<file path="config.mk">
export PLATFORM = sky130hd
export DESIGN_NAME = maxpool_tile_sequencer_flat
export DESIGN_NICKNAME = d
export VERILOG_FILES = /design/src/rtl/maxpool_tile_sequencer_if.sv /design/src/rtl/maxpool_tile_sequencer.sv /design/src/flat_wrapper.sv
export SDC_FILE = /design/constraint.sdc
export NUM_CORES = 1
export LEC_CHECK = 0
export CORE_AREA = 2 2 131 133
export DETAILED_ROUTE_END_ITERATION = 8
export DIE_AREA = 0 0 133 135
export PLACE_DENSITY = 0.72
export SYNTH_ARGS = -nofsm -noshare
export SYNTH_HDL_FRONTEND = slang
export SYNTH_SLANG_ARGS = --single-unit
</file>
<file path="constraint.sdc">
create_clock -name clk -period 11.7 [get_ports clk]
set_input_delay 2.925 -clock clk [delete_from_list [all_inputs] [get_ports clk]]
set_output_delay 2.925 -clock clk [all_outputs]
set_load 0.02 [all_outputs]
</file>
<file path="src/rtl/maxpool_tile_sequencer_if.sv">
// Tile-handshake, pooled-result and output-buffer write signals of the sequencer.
`timescale 1ns/1ps
interface maxpool_tile_sequencer_if #(
    parameter int unsigned N_BITS    = 10,
    parameter int unsigned ADDR_BITS = 16
);
    logic                 tile_valid;
    logic                 tile_ready;
    logic [N_BITS-1:0]    pos_row;
    logic [N_BITS-1:0]    pos_col;
    logic                 pool_valid;
    logic [N_BITS-1:0]    pool_row;
    logic [N_BITS-1:0]    pool_col;
    logic [7:0]           pool_data;   // int8, two's complement
    logic                 wr_valid;
    logic [ADDR_BITS-1:0] wr_addr;
    logic [7:0]           wr_data;     // int8, two's complement

    // Sequencer side
    modport master (
        output tile_valid, pos_row, pos_col, wr_valid, wr_addr, wr_data,
        input  tile_ready, pool_valid, pool_row, pool_col, pool_data
    );

    // Producer / pooling unit / output buffer side
    modport slave (
        input  tile_valid, pos_row, pos_col, wr_valid, wr_addr, wr_data,
        output tile_ready, pool_valid, pool_row, pool_col, pool_data
    );
endinterface

</file>
<file path="src/rtl/maxpool_tile_sequencer.sv">
// Walks SA_N x SA_N tiles over a feature map, hands tile origins to the producer,
// counts pooled results per tile and turns each pooled coordinate into a write address.
`timescale 1ns/1ps
module maxpool_tile_sequencer #(
    parameter int unsigned SA_N      = 4,
    parameter int unsigned MAX_N     = 512,
    parameter int unsigned N_BITS    = $clog2(MAX_N + 1),
    parameter int unsigned FILTER_H  = 2,
    parameter int unsigned FILTER_W  = 2,
    parameter int unsigned ADDR_BITS = $clog2((MAX_N / FILTER_H) * (MAX_N / FILTER_W))
) (
    input  logic              clk,
    input  logic              reset,
    input  logic              start,
    input  logic [N_BITS-1:0] mat_rows,
    input  logic [N_BITS-1:0] mat_cols,
    output logic              busy,
    output logic              done,
    output logic              cfg_err,
    output logic              pool_err,
    maxpool_tile_sequencer_if.master bus
);

    localparam int unsigned LOG_FH    = $clog2(FILTER_H);
    localparam int unsigned LOG_FW    = $clog2(FILTER_W);
    localparam int unsigned SUM_BITS  = N_BITS + 1;
    localparam int unsigned TDIM_BITS = $clog2(SA_N + 1);
    localparam int unsigned EXP_BITS  = 2 * TDIM_BITS;
    localparam int unsigned CNT_BITS  = N_BITS;
    localparam int unsigned FULL_BITS = 2 * N_BITS + 1;

    typedef enum logic [1:0] {
        S_IDLE,
        S_ISSUE,
        S_COLLECT,
        S_DONE
    } state_e;

    state_e               state_q, state_d;
    logic [N_BITS-1:0]    rows_q, rows_d;
    logic [N_BITS-1:0]    cols_q, cols_d;
    logic [N_BITS-1:0]    pos_row_q, pos_row_d;
    logic [N_BITS-1:0]    pos_col_q, pos_col_d;
    logic [CNT_BITS-1:0]  cnt_q, cnt_d;
    logic                 busy_q, busy_d;
    logic                 done_q, done_d;
    logic                 cfg_err_q, cfg_err_d;
    logic                 pool_err_q, pool_err_d;
    logic                 tile_valid_q, tile_valid_d;
    logic                 wr_valid_q, wr_valid_d;
    logic [ADDR_BITS-1:0] wr_addr_q, wr_addr_d;
    logic [7:0]           wr_data_q, wr_data_d;

    logic [N_BITS-1:0]    rem_rows, rem_cols;
    logic [TDIM_BITS-1:0] tile_h, tile_w;
    logic [EXP_BITS-1:0]  exp_cnt;
    logic [CNT_BITS-1:0]  cnt_inc;
    logic [SUM_BITS-1:0]  next_row, next_col;
    logic                 col_wrap, last_tile;
    logic                 cfg_ok, in_tile, stray;
    logic [FULL_BITS-1:0] lin_addr;

    // Tile geometry, drain bookkeeping, config check and address arithmetic
    always_comb begin
        rem_rows  = rows_q - pos_row_q;
        rem_cols  = cols_q - pos_col_q;
        tile_h    = (rem_rows < N_BITS'(SA_N)) ? TDIM_BITS'(rem_rows) : TDIM_BITS'(SA_N);
        tile_w    = (rem_cols < N_BITS'(SA_N)) ? TDIM_BITS'(rem_cols) : TDIM_BITS'(SA_N);
        exp_cnt   = EXP_BITS'(tile_h >> LOG_FH) * EXP_BITS'(tile_w >> LOG_FW);
        cnt_inc   = cnt_q + CNT_BITS'(bus.pool_valid);

        next_row  = SUM_BITS'(pos_row_q) + SUM_BITS'(SA_N);
        next_col  = SUM_BITS'(pos_col_q) + SUM_BITS'(SA_N);
        col_wrap  = next_col >= SUM_BITS'(cols_q);
        last_tile = col_wrap && (next_row >= SUM_BITS'(rows_q));

        cfg_ok    = (mat_rows != '0) && (mat_cols != '0)
                 && (mat_rows <= N_BITS'(MAX_N)) && (mat_cols <= N_BITS'(MAX_N))
                 && ((mat_rows & N_BITS'(FILTER_H - 1)) == '0)
                 && ((mat_cols & N_BITS'(FILTER_W - 1)) == '0);

        in_tile   = (bus.pool_row >= pos_row_q) && (SUM_BITS'(bus.pool_row) < next_row)
                 && (bus.pool_col >= pos_col_q) && (SUM_BITS'(bus.pool_col) < next_col);
        stray     = bus.pool_valid
                 && ((state_q == S_IDLE) || (state_q == S_DONE) || !in_tile);

        // Single multiplier: pooled row times pooled map width
        lin_addr  = FULL_BITS'(bus.pool_row >> LOG_FH) * FULL_BITS'(cols_q >> LOG_FW)
                  + FULL_BITS'(bus.pool_col >> LOG_FW);
    end

    // Next-state and output decode
    always_comb begin
        state_d    = state_q;
        rows_d     = rows_q;
        cols_d     = cols_q;
        pos_row_d  = pos_row_q;
        pos_col_d  = pos_col_q;
        cnt_d      = cnt_q;
        cfg_err_d  = cfg_err_q;
        pool_err_d = pool_err_q | stray;
        wr_valid_d = bus.pool_valid;
        wr_addr_d  = wr_addr_q;
        wr_data_d  = wr_data_q;

        if (bus.pool_valid) begin
            wr_addr_d = ADDR_BITS'(lin_addr);
            wr_data_d = bus.pool_data;
        end

        case (state_q)
            S_IDLE: begin
                if (start) begin
                    if (cfg_ok) begin
                        rows_d     = mat_rows;
                        cols_d     = mat_cols;
                        pos_row_d  = '0;
                        pos_col_d  = '0;
                        cnt_d      = '0;
                        cfg_err_d  = 1'b0;
                        pool_err_d = stray;
                        state_d    = S_ISSUE;
                    end else begin
                        cfg_err_d  = 1'b1;
                    end
                end
            end
            S_ISSUE: begin
                cnt_d = cnt_inc;
                if (bus.tile_ready) begin
                    state_d = S_COLLECT;
                end
            end
            S_COLLECT: begin
                cnt_d = cnt_inc;
                if (cnt_inc >= CNT_BITS'(exp_cnt)) begin
                    cnt_d = '0;
                    if (last_tile) begin
                        state_d = S_DONE;
                    end else begin
                        state_d = S_ISSUE;
                        if (col_wrap) begin
                            pos_col_d = '0;
                            pos_row_d = N_BITS'(next_row);
                        end else begin
                            pos_col_d = N_BITS'(next_col);
                        end
                    end
                end
            end
            S_DONE: begin
                state_d = S_IDLE;
            end
            default: begin
                state_d = S_IDLE;
            end
        endcase

        busy_d       = (state_d != S_IDLE);
        done_d       = (state_d == S_DONE);
        tile_valid_d = (state_d == S_ISSUE);
    end

    // State and output registers
    always_ff @(posedge clk) begin
        if (reset) begin
            state_q      <= S_IDLE;
            rows_q       <= '0;
            cols_q       <= '0;
            pos_row_q    <= '0;
            pos_col_q    <= '0;
            cnt_q        <= '0;
            busy_q       <= 1'b0;
            done_q       <= 1'b0;
            cfg_err_q    <= 1'b0;
            pool_err_q   <= 1'b0;
            tile_valid_q <= 1'b0;
            wr_valid_q   <= 1'b0;
            wr_addr_q    <= '0;
            wr_data_q    <= '0;
        end else begin
            state_q      <= state_d;
            rows_q       <= rows_d;
            cols_q       <= cols_d;
            pos_row_q    <= pos_row_d;
            pos_col_q    <= pos_col_d;
            cnt_q        <= cnt_d;
            busy_q       <= busy_d;
            done_q       <= done_d;
            cfg_err_q    <= cfg_err_d;
            pool_err_q   <= pool_err_d;
            tile_valid_q <= tile_valid_d;
            wr_valid_q   <= wr_valid_d;
            wr_addr_q    <= wr_addr_d;
            wr_data_q    <= wr_data_d;
        end
    end

    assign busy           = busy_q;
    assign done           = done_q;
    assign cfg_err        = cfg_err_q;
    assign pool_err       = pool_err_q;
    assign bus.tile_valid = tile_valid_q;
    assign bus.pos_row    = pos_row_q;
    assign bus.pos_col    = pos_col_q;
    assign bus.wr_valid   = wr_valid_q;
    assign bus.wr_addr    = wr_addr_q;
    assign bus.wr_data    = wr_data_q;

endmodule
</file>
<file path="src/flat_wrapper.sv">
// flat-port wrapper written by rule: the top's interface ports become plain ports
module maxpool_tile_sequencer_flat 
#(
    parameter int unsigned SA_N      = 4,
    parameter int unsigned MAX_N     = 512,
    parameter int unsigned N_BITS    = $clog2(MAX_N + 1),
    parameter int unsigned FILTER_H  = 2,
    parameter int unsigned FILTER_W  = 2,
    parameter int unsigned ADDR_BITS = $clog2((MAX_N / FILTER_H) * (MAX_N / FILTER_W))
)
  (clk, reset, start, mat_rows, mat_cols, busy, done, cfg_err, pool_err, bus_tile_valid, bus_pos_row, bus_pos_col, bus_wr_valid, bus_wr_addr, bus_wr_data, bus_tile_ready, bus_pool_valid, bus_pool_row, bus_pool_col, bus_pool_data);
  maxpool_tile_sequencer_if #(.N_BITS(N_BITS), .ADDR_BITS(ADDR_BITS)) bus_i ();
  input  logic clk;
  input  logic reset;
  input  logic start;
  input  logic [N_BITS-1:0] mat_rows;
  input  logic [N_BITS-1:0] mat_cols;
  output logic busy;
  output logic done;
  output logic cfg_err;
  output logic pool_err;
  output wire logic [$bits(bus_i.tile_valid)-1:0] bus_tile_valid;
  output wire logic [$bits(bus_i.pos_row)-1:0] bus_pos_row;
  output wire logic [$bits(bus_i.pos_col)-1:0] bus_pos_col;
  output wire logic [$bits(bus_i.wr_valid)-1:0] bus_wr_valid;
  output wire logic [$bits(bus_i.wr_addr)-1:0] bus_wr_addr;
  output wire logic [$bits(bus_i.wr_data)-1:0] bus_wr_data;
  input wire logic [$bits(bus_i.tile_ready)-1:0] bus_tile_ready;
  input wire logic [$bits(bus_i.pool_valid)-1:0] bus_pool_valid;
  input wire logic [$bits(bus_i.pool_row)-1:0] bus_pool_row;
  input wire logic [$bits(bus_i.pool_col)-1:0] bus_pool_col;
  input wire logic [$bits(bus_i.pool_data)-1:0] bus_pool_data;
  assign bus_tile_valid = bus_i.tile_valid;
  assign bus_pos_row = bus_i.pos_row;
  assign bus_pos_col = bus_i.pos_col;
  assign bus_wr_valid = bus_i.wr_valid;
  assign bus_wr_addr = bus_i.wr_addr;
  assign bus_wr_data = bus_i.wr_data;
  assign bus_i.tile_ready = bus_tile_ready;
  assign bus_i.pool_valid = bus_pool_valid;
  assign bus_i.pool_row = bus_pool_row;
  assign bus_i.pool_col = bus_pool_col;
  assign bus_i.pool_data = bus_pool_data;
  maxpool_tile_sequencer #(.SA_N(SA_N), .MAX_N(MAX_N), .N_BITS(N_BITS), .FILTER_H(FILTER_H), .FILTER_W(FILTER_W), .ADDR_BITS(ADDR_BITS)) u_core (.clk(clk), .reset(reset), .start(start), .mat_rows(mat_rows), .mat_cols(mat_cols), .busy(busy), .done(done), .cfg_err(cfg_err), .pool_err(pool_err), .bus(bus_i));
endmodule
</file>
# Word-level counts from Yosys, hierarchy flattened

Cells that the tools add are included.

Magnitude comparators: 11
Equality and inequality tests: 10
$mul: 2
Mux-type cells: 24
Reductions and logical operators: 26
Bitwise gates (word level): 1
Add/sub/neg operators: 6

Operators with widths:

| operator                                                              | count |
|---|---|
| 10-bit 2-to-1 mux                                                     | 9 |
| 10-bit one-hot mux with 2 select lines                                | 2 |
| 10-bit one-hot mux with 3 select lines                                | 1 |
| 10-bit by 3-bit adder with 11-bit output, second input constant       | 2 |
| 11-bit by 10-bit >= comparator with 1-bit output                      | 2 |
| 10-bit by 11-bit < comparator with 1-bit output                       | 2 |
| 10-bit >= comparator                                                  | 2 |
| 10-bit <= comparator, second input constant                           | 2 |
| 10-bit zero test                                                      | 2 |
| 10-bit by 3-bit < comparator with 1-bit output, second input constant | 2 |
| 10-bit nonzero test                                                   | 2 |
| 10-bit subtractor                                                     | 2 |
| 16-bit by 9-bit adder with 16-bit output                              | 1 |
| 9-bit by 9-bit multiplier with 16-bit output                          | 1 |
| 10-bit by 1-bit adder with 10-bit output                              | 1 |
| 10-bit by 6-bit >= comparator with 1-bit output                       | 1 |
| 1-bit logical AND                                                     | 10 |
| 2-bit 2-to-1 mux                                                      | 5 |
| 2-bit one-hot mux with 4 select lines                                 | 1 |
| 2-bit equality test, second input constant                            | 3 |
| 3-bit 2-to-1 mux                                                      | 2 |
| 2-bit by 1-bit != test with 1-bit output, second input constant       | 3 |
| 3-bit AND reduction                                                   | 2 |
| 6-bit AND reduction                                                   | 1 |
| other kinds (12)                                                      | 19 |

Flip-flop bits (word level): 82

# Logic depth before layout (Yosys ltp)

Depth in word-level cells: 12
Depth in mapped cells: 22

# Least setup slack after synthesis

Ideal clock, no wire load.

Kind: input -> register
Start: input port bus_pool_row[6]
End: register u_core.wr_addr_q[15] (netlist: u_core.bus.wr_addr[15])
Data arrival time: 7.528 ns
Library setup time: 0.074 ns
Setup slack: 4.098 ns
Required time: 11.626 ns
Path buffers: 1
Stages on the path: 16
Path through: clkbuf_1 -> nand2_1 -> fa_1 -> fa_1 -> fa_1 -> fa_1 -> inv_1 -> fa_1 -> ha_1 -> or3_1 -> a2111oi_2 -> o311ai_1 -> a21oi_1 -> nor2b_1 -> or3_1 -> a31oi_1

Word-level cells in the longest chain between the ends: 2

Ends and longest elaborated chain:

| element                                      | RTL line                      | source |
|---|---|---|
| start: declaration                           | flat_wrapper.sv:30            | `input wire logic [$bits(bus_i.pool_row)-1:0] bus_pool_row;` |
| 9-bit by 9-bit multiplier with 16-bit output | maxpool_tile_sequencer.sv:88  | `lin_addr = FULL_BITS'(bus.pool_row >> LOG_FH) * FULL_BITS'(cols_q >> LOG_FW)` |
| 16-bit by 9-bit adder with 16-bit output     | maxpool_tile_sequencer.sv:89  | `+ FULL_BITS'(bus.pool_col >> LOG_FW);` |
| end signal: assignment                       | maxpool_tile_sequencer.sv:194 | `wr_addr_q <= wr_addr_d;` |
| end: declaration                             | maxpool_tile_sequencer.sv:51  | `logic [ADDR_BITS-1:0] wr_addr_q, wr_addr_d;` |

Every way passes these cells.
A chain may end at the register's enable or synchronous reset.

# Worst setup path in the final report

Same ends and word-level chain as after synthesis.

==> impl_metrics.ini <==
[worst_setup_path]
r2r_start = u_core.cols_q[9]
worstSetupPathType = in -> reg
cpMaxStageDelayCell = clkdlybuf4s50_1
path_common_cell = fa_1
worstPathRequired_ps = 11970
crit_end = u_core.bus.wr_addr[15]
r2r_cells = 15
max_stage_delay_ps = 790
cp_data_arrival_time_ps = 8410
cp-end-kind = register
critPathLaunch = bus_pool_row[6]
start_kind = input port
crit_chain = clkdlybuf4s50_1 -> nand2_1 -> fa_1 -> fa_1 -> fa_1 -> fa_1 -> inv_1 -> fa_1 -> ha_1 -> or3_1 -> a2111oi_2 -> o311ai_1 -> a21oi_1 -> nor2b_1 -> or3_1 -> a31oi_1
rr_endpoint = u_core.bus.wr_addr[15]
r2r_slack_ps = 6260
path_max_fanout = 11

[global_route]
busiest_layer = met2
antenna_found_initial = 0
grt_use_total = 0.218
grt_start_max_net_pins = 60
grt.met3_usage = 0.0357
grt_use_met1 = 0.277
gr-total-overflow = 0
grt_use_met2 = 0.373
grt_pass1_wl_mm = 31.3
grt_pass1_vias = 6520

[clocking]
cts_buffer_depth = 2
path_clk_slew_ps = 60
post_cts_resized = 0
clk_latency_ps = 350
root_buffer = clkbuf_16
cts_sinks = 78
htree_num_levels = 3
numCtsBuffers = 9
cts_tree = done
post_cts_buffers = 0
ctsHoldBuffers = 0

[sta]
fin_crit_ps = 8140
worst_hold_slack_ps = 459
relSlewSlack = 0.443
fmax_ghz = 0.123
grt_setup_unrepaired = no
fin_setup_tns_ps = 0
setup_violations = 0
post-route-period-util = 0.696
finClkSkew_ps = 11.4
finalHoldViolCount = 0
worst_slew_pin_slew_ps = 828
final_max_slew_viol_count = 0

[yosys]
ys_types = 64
synthTopCellsByCount = 139 x inv_1, 123 x ha_1, 78 x dfxtp_1, 78 x nor2_1, 68 x nand2_1
syn_inst = 956
async_flop_share = 0
ys_warn_count = 0
ys_top_cells_by_area = dfxtp_1 19%, ha_1 19%, fa_1 13%
syn_area_per_cell_um2 = 8.50
synth_most_common_cell = inv_1
dominantRegCellSynth = dfxtp_1
synth-seq-cells = 78
synth_edf_count = 0
synth_top_area_share = 0.192
netlist_area_um2 = 8120
synth_top_area_cell = dfxtp_1
ys_seq_area_frac = 0.192

[place]
io_buffers = 96
dp.cells = 1246
dp_hpwl_mm = 14.9
gp_congestion = 0.875
placed_area_um2 = 9240

[floorplan]
start_util = 0.495
die_w_um = 133
rows = 47
die_area_um2 = 18000
coreArea_um2 = 16400
ios = 103
chipHeight_um = 135

[power]
power_density_nw_per_um2 = 73.2
vdd_drop_max_v = 0.0000985
leakage_nw = 4.41

[cells_and_area]
multiInputGateArea_um2 = 5910
syn2layout_area_growth_pct = 17.6
final_cells = 1262
antenna_cells = 0
final-seq-area_um2 = 1560
drive_gt1_frac = 0.0336
design_area_um2 = 9550
nFillCells = 1465
final_nets = 1267
post-route-util = 0.582

[drt]
dr.pass1.iters = 5
drtAntennaViolNets = 0
wl_mm = 19.0
drt_iter0_markers = 203
vias = 6808
via_per_inst = 5.39
wl_per_cell_um = 15.1
drcViolationCount = 0

[status]
status = finished, final reports clean

[worst_hold_path]
hold_path.class = reg -> reg
hold_path.startpoint = u_core.cnt_q[0]

[flow_run]
max_cap_viol_count = 0
==> cell type report <==
cell class | count | share of cell area
Multi-Input combinational cell | 710 | 0.618
Inverter | 139 | 0.0546
Sequential cell | 78 | 0.163
Tap cell | 220 | 0.0288
Clock inverter | 5 | 0.00589
Clock buffer | 11 | 0.0265
Timing Repair Buffer | 99 | 0.102
==> where the power goes <==
group	switching, W	internal, W	leakage (nW)	total [W]
logic	0.0000662	0.0000573	3.62	0.000124
registers	0.00000505	0.000272	0.633	0.000277
clock network	0.000122	0.000177	0.152	0.000299
total	0.000193	0.000507	4.41	0.000699
==> worst min path at each step <==
stage	endpoint	cells after the start
2_1_floorplan	u_core.cnt_q[0]	2
3_5_place_dp	u_core.cnt_q[0]	2
4_1_cts	u_core.cnt_q[0]	2
3_3_place_gp	u_core.cnt_q[0]	2
6_report	u_core.cnt_q[0]	2
5_1_grt	u_core.cnt_q[0]	2
==> cell usage in the layout (no fill, tap or decap), types with 13 or more instances in the layout <==
cell             Yosys  layout
and2_1              41      41
a21oi_1             32      32
clkdlybuf4s50_1      0      95
ha_1               123     123
fa_1                54      54
o21ai_0             31      31
nor2_1              78      78
nand3_1             23      23
inv_1              139     139
dfxtp_1             78      78
nor3_1              18      18
nand2b_1            13      13
nand2_1             68      68
mux2i_1             38      38
xnor2_1             31      31
==> kinds of logic after synthesis <==
family / Yosys count / synth area share
simple gates: 294 / 0.181
fa+ha+maj: 177 / 0.323
buf+inv: 173 / 0.0830
compound gates: 156 / 0.132
flops: 78 / 0.192
xor+xnor: 39 / 0.0420
mux: 38 / 0.0468
other cells: 1 / 0.000462
==> critical path, delay by kind of cell <==
kind,cells,cell delay (ps)
and+or+nand+nor,4,950
adders and majority gates,6,2750
buffers and inverters,2,840
AOI/OAI and AO/OA,4,920
==> flip-flops by register name, indices dropped and copies added, names as in the netlist <==
signal                 cells
u_core.bus.pos_col         8
u_core.bus.pos_row         8
u_core.bus.tile_valid      1
u_core.bus.wr_addr        16
u_core.bus.wr_data         8
u_core.bus.wr_valid        1
u_core.busy                1
u_core.cfg_err             1
u_core.cnt_q              10
u_core.cols_q             10
u_core.done                1
u_core.pool_err            1
u_core.rows_q             10
u_core.state_q             2
==> per-stage QoR <==
step                setup WS (ps)  power, W
finish                       3560  0.000699
floorplan                    4100  0.000356
detailed placement           3150  0.000407
global route                 3300  0.000728
CTS                          3540  0.000707
global placement             3210  0.000405
==> metal layers <==
metal  wire length, um  up-vias
met2              8960      172
li1                  -     3377
met3               990       31
met1              8600     3228
met5                 0        -
met4               465        0
No activity file was read; power rests on OpenSTA's default activity.
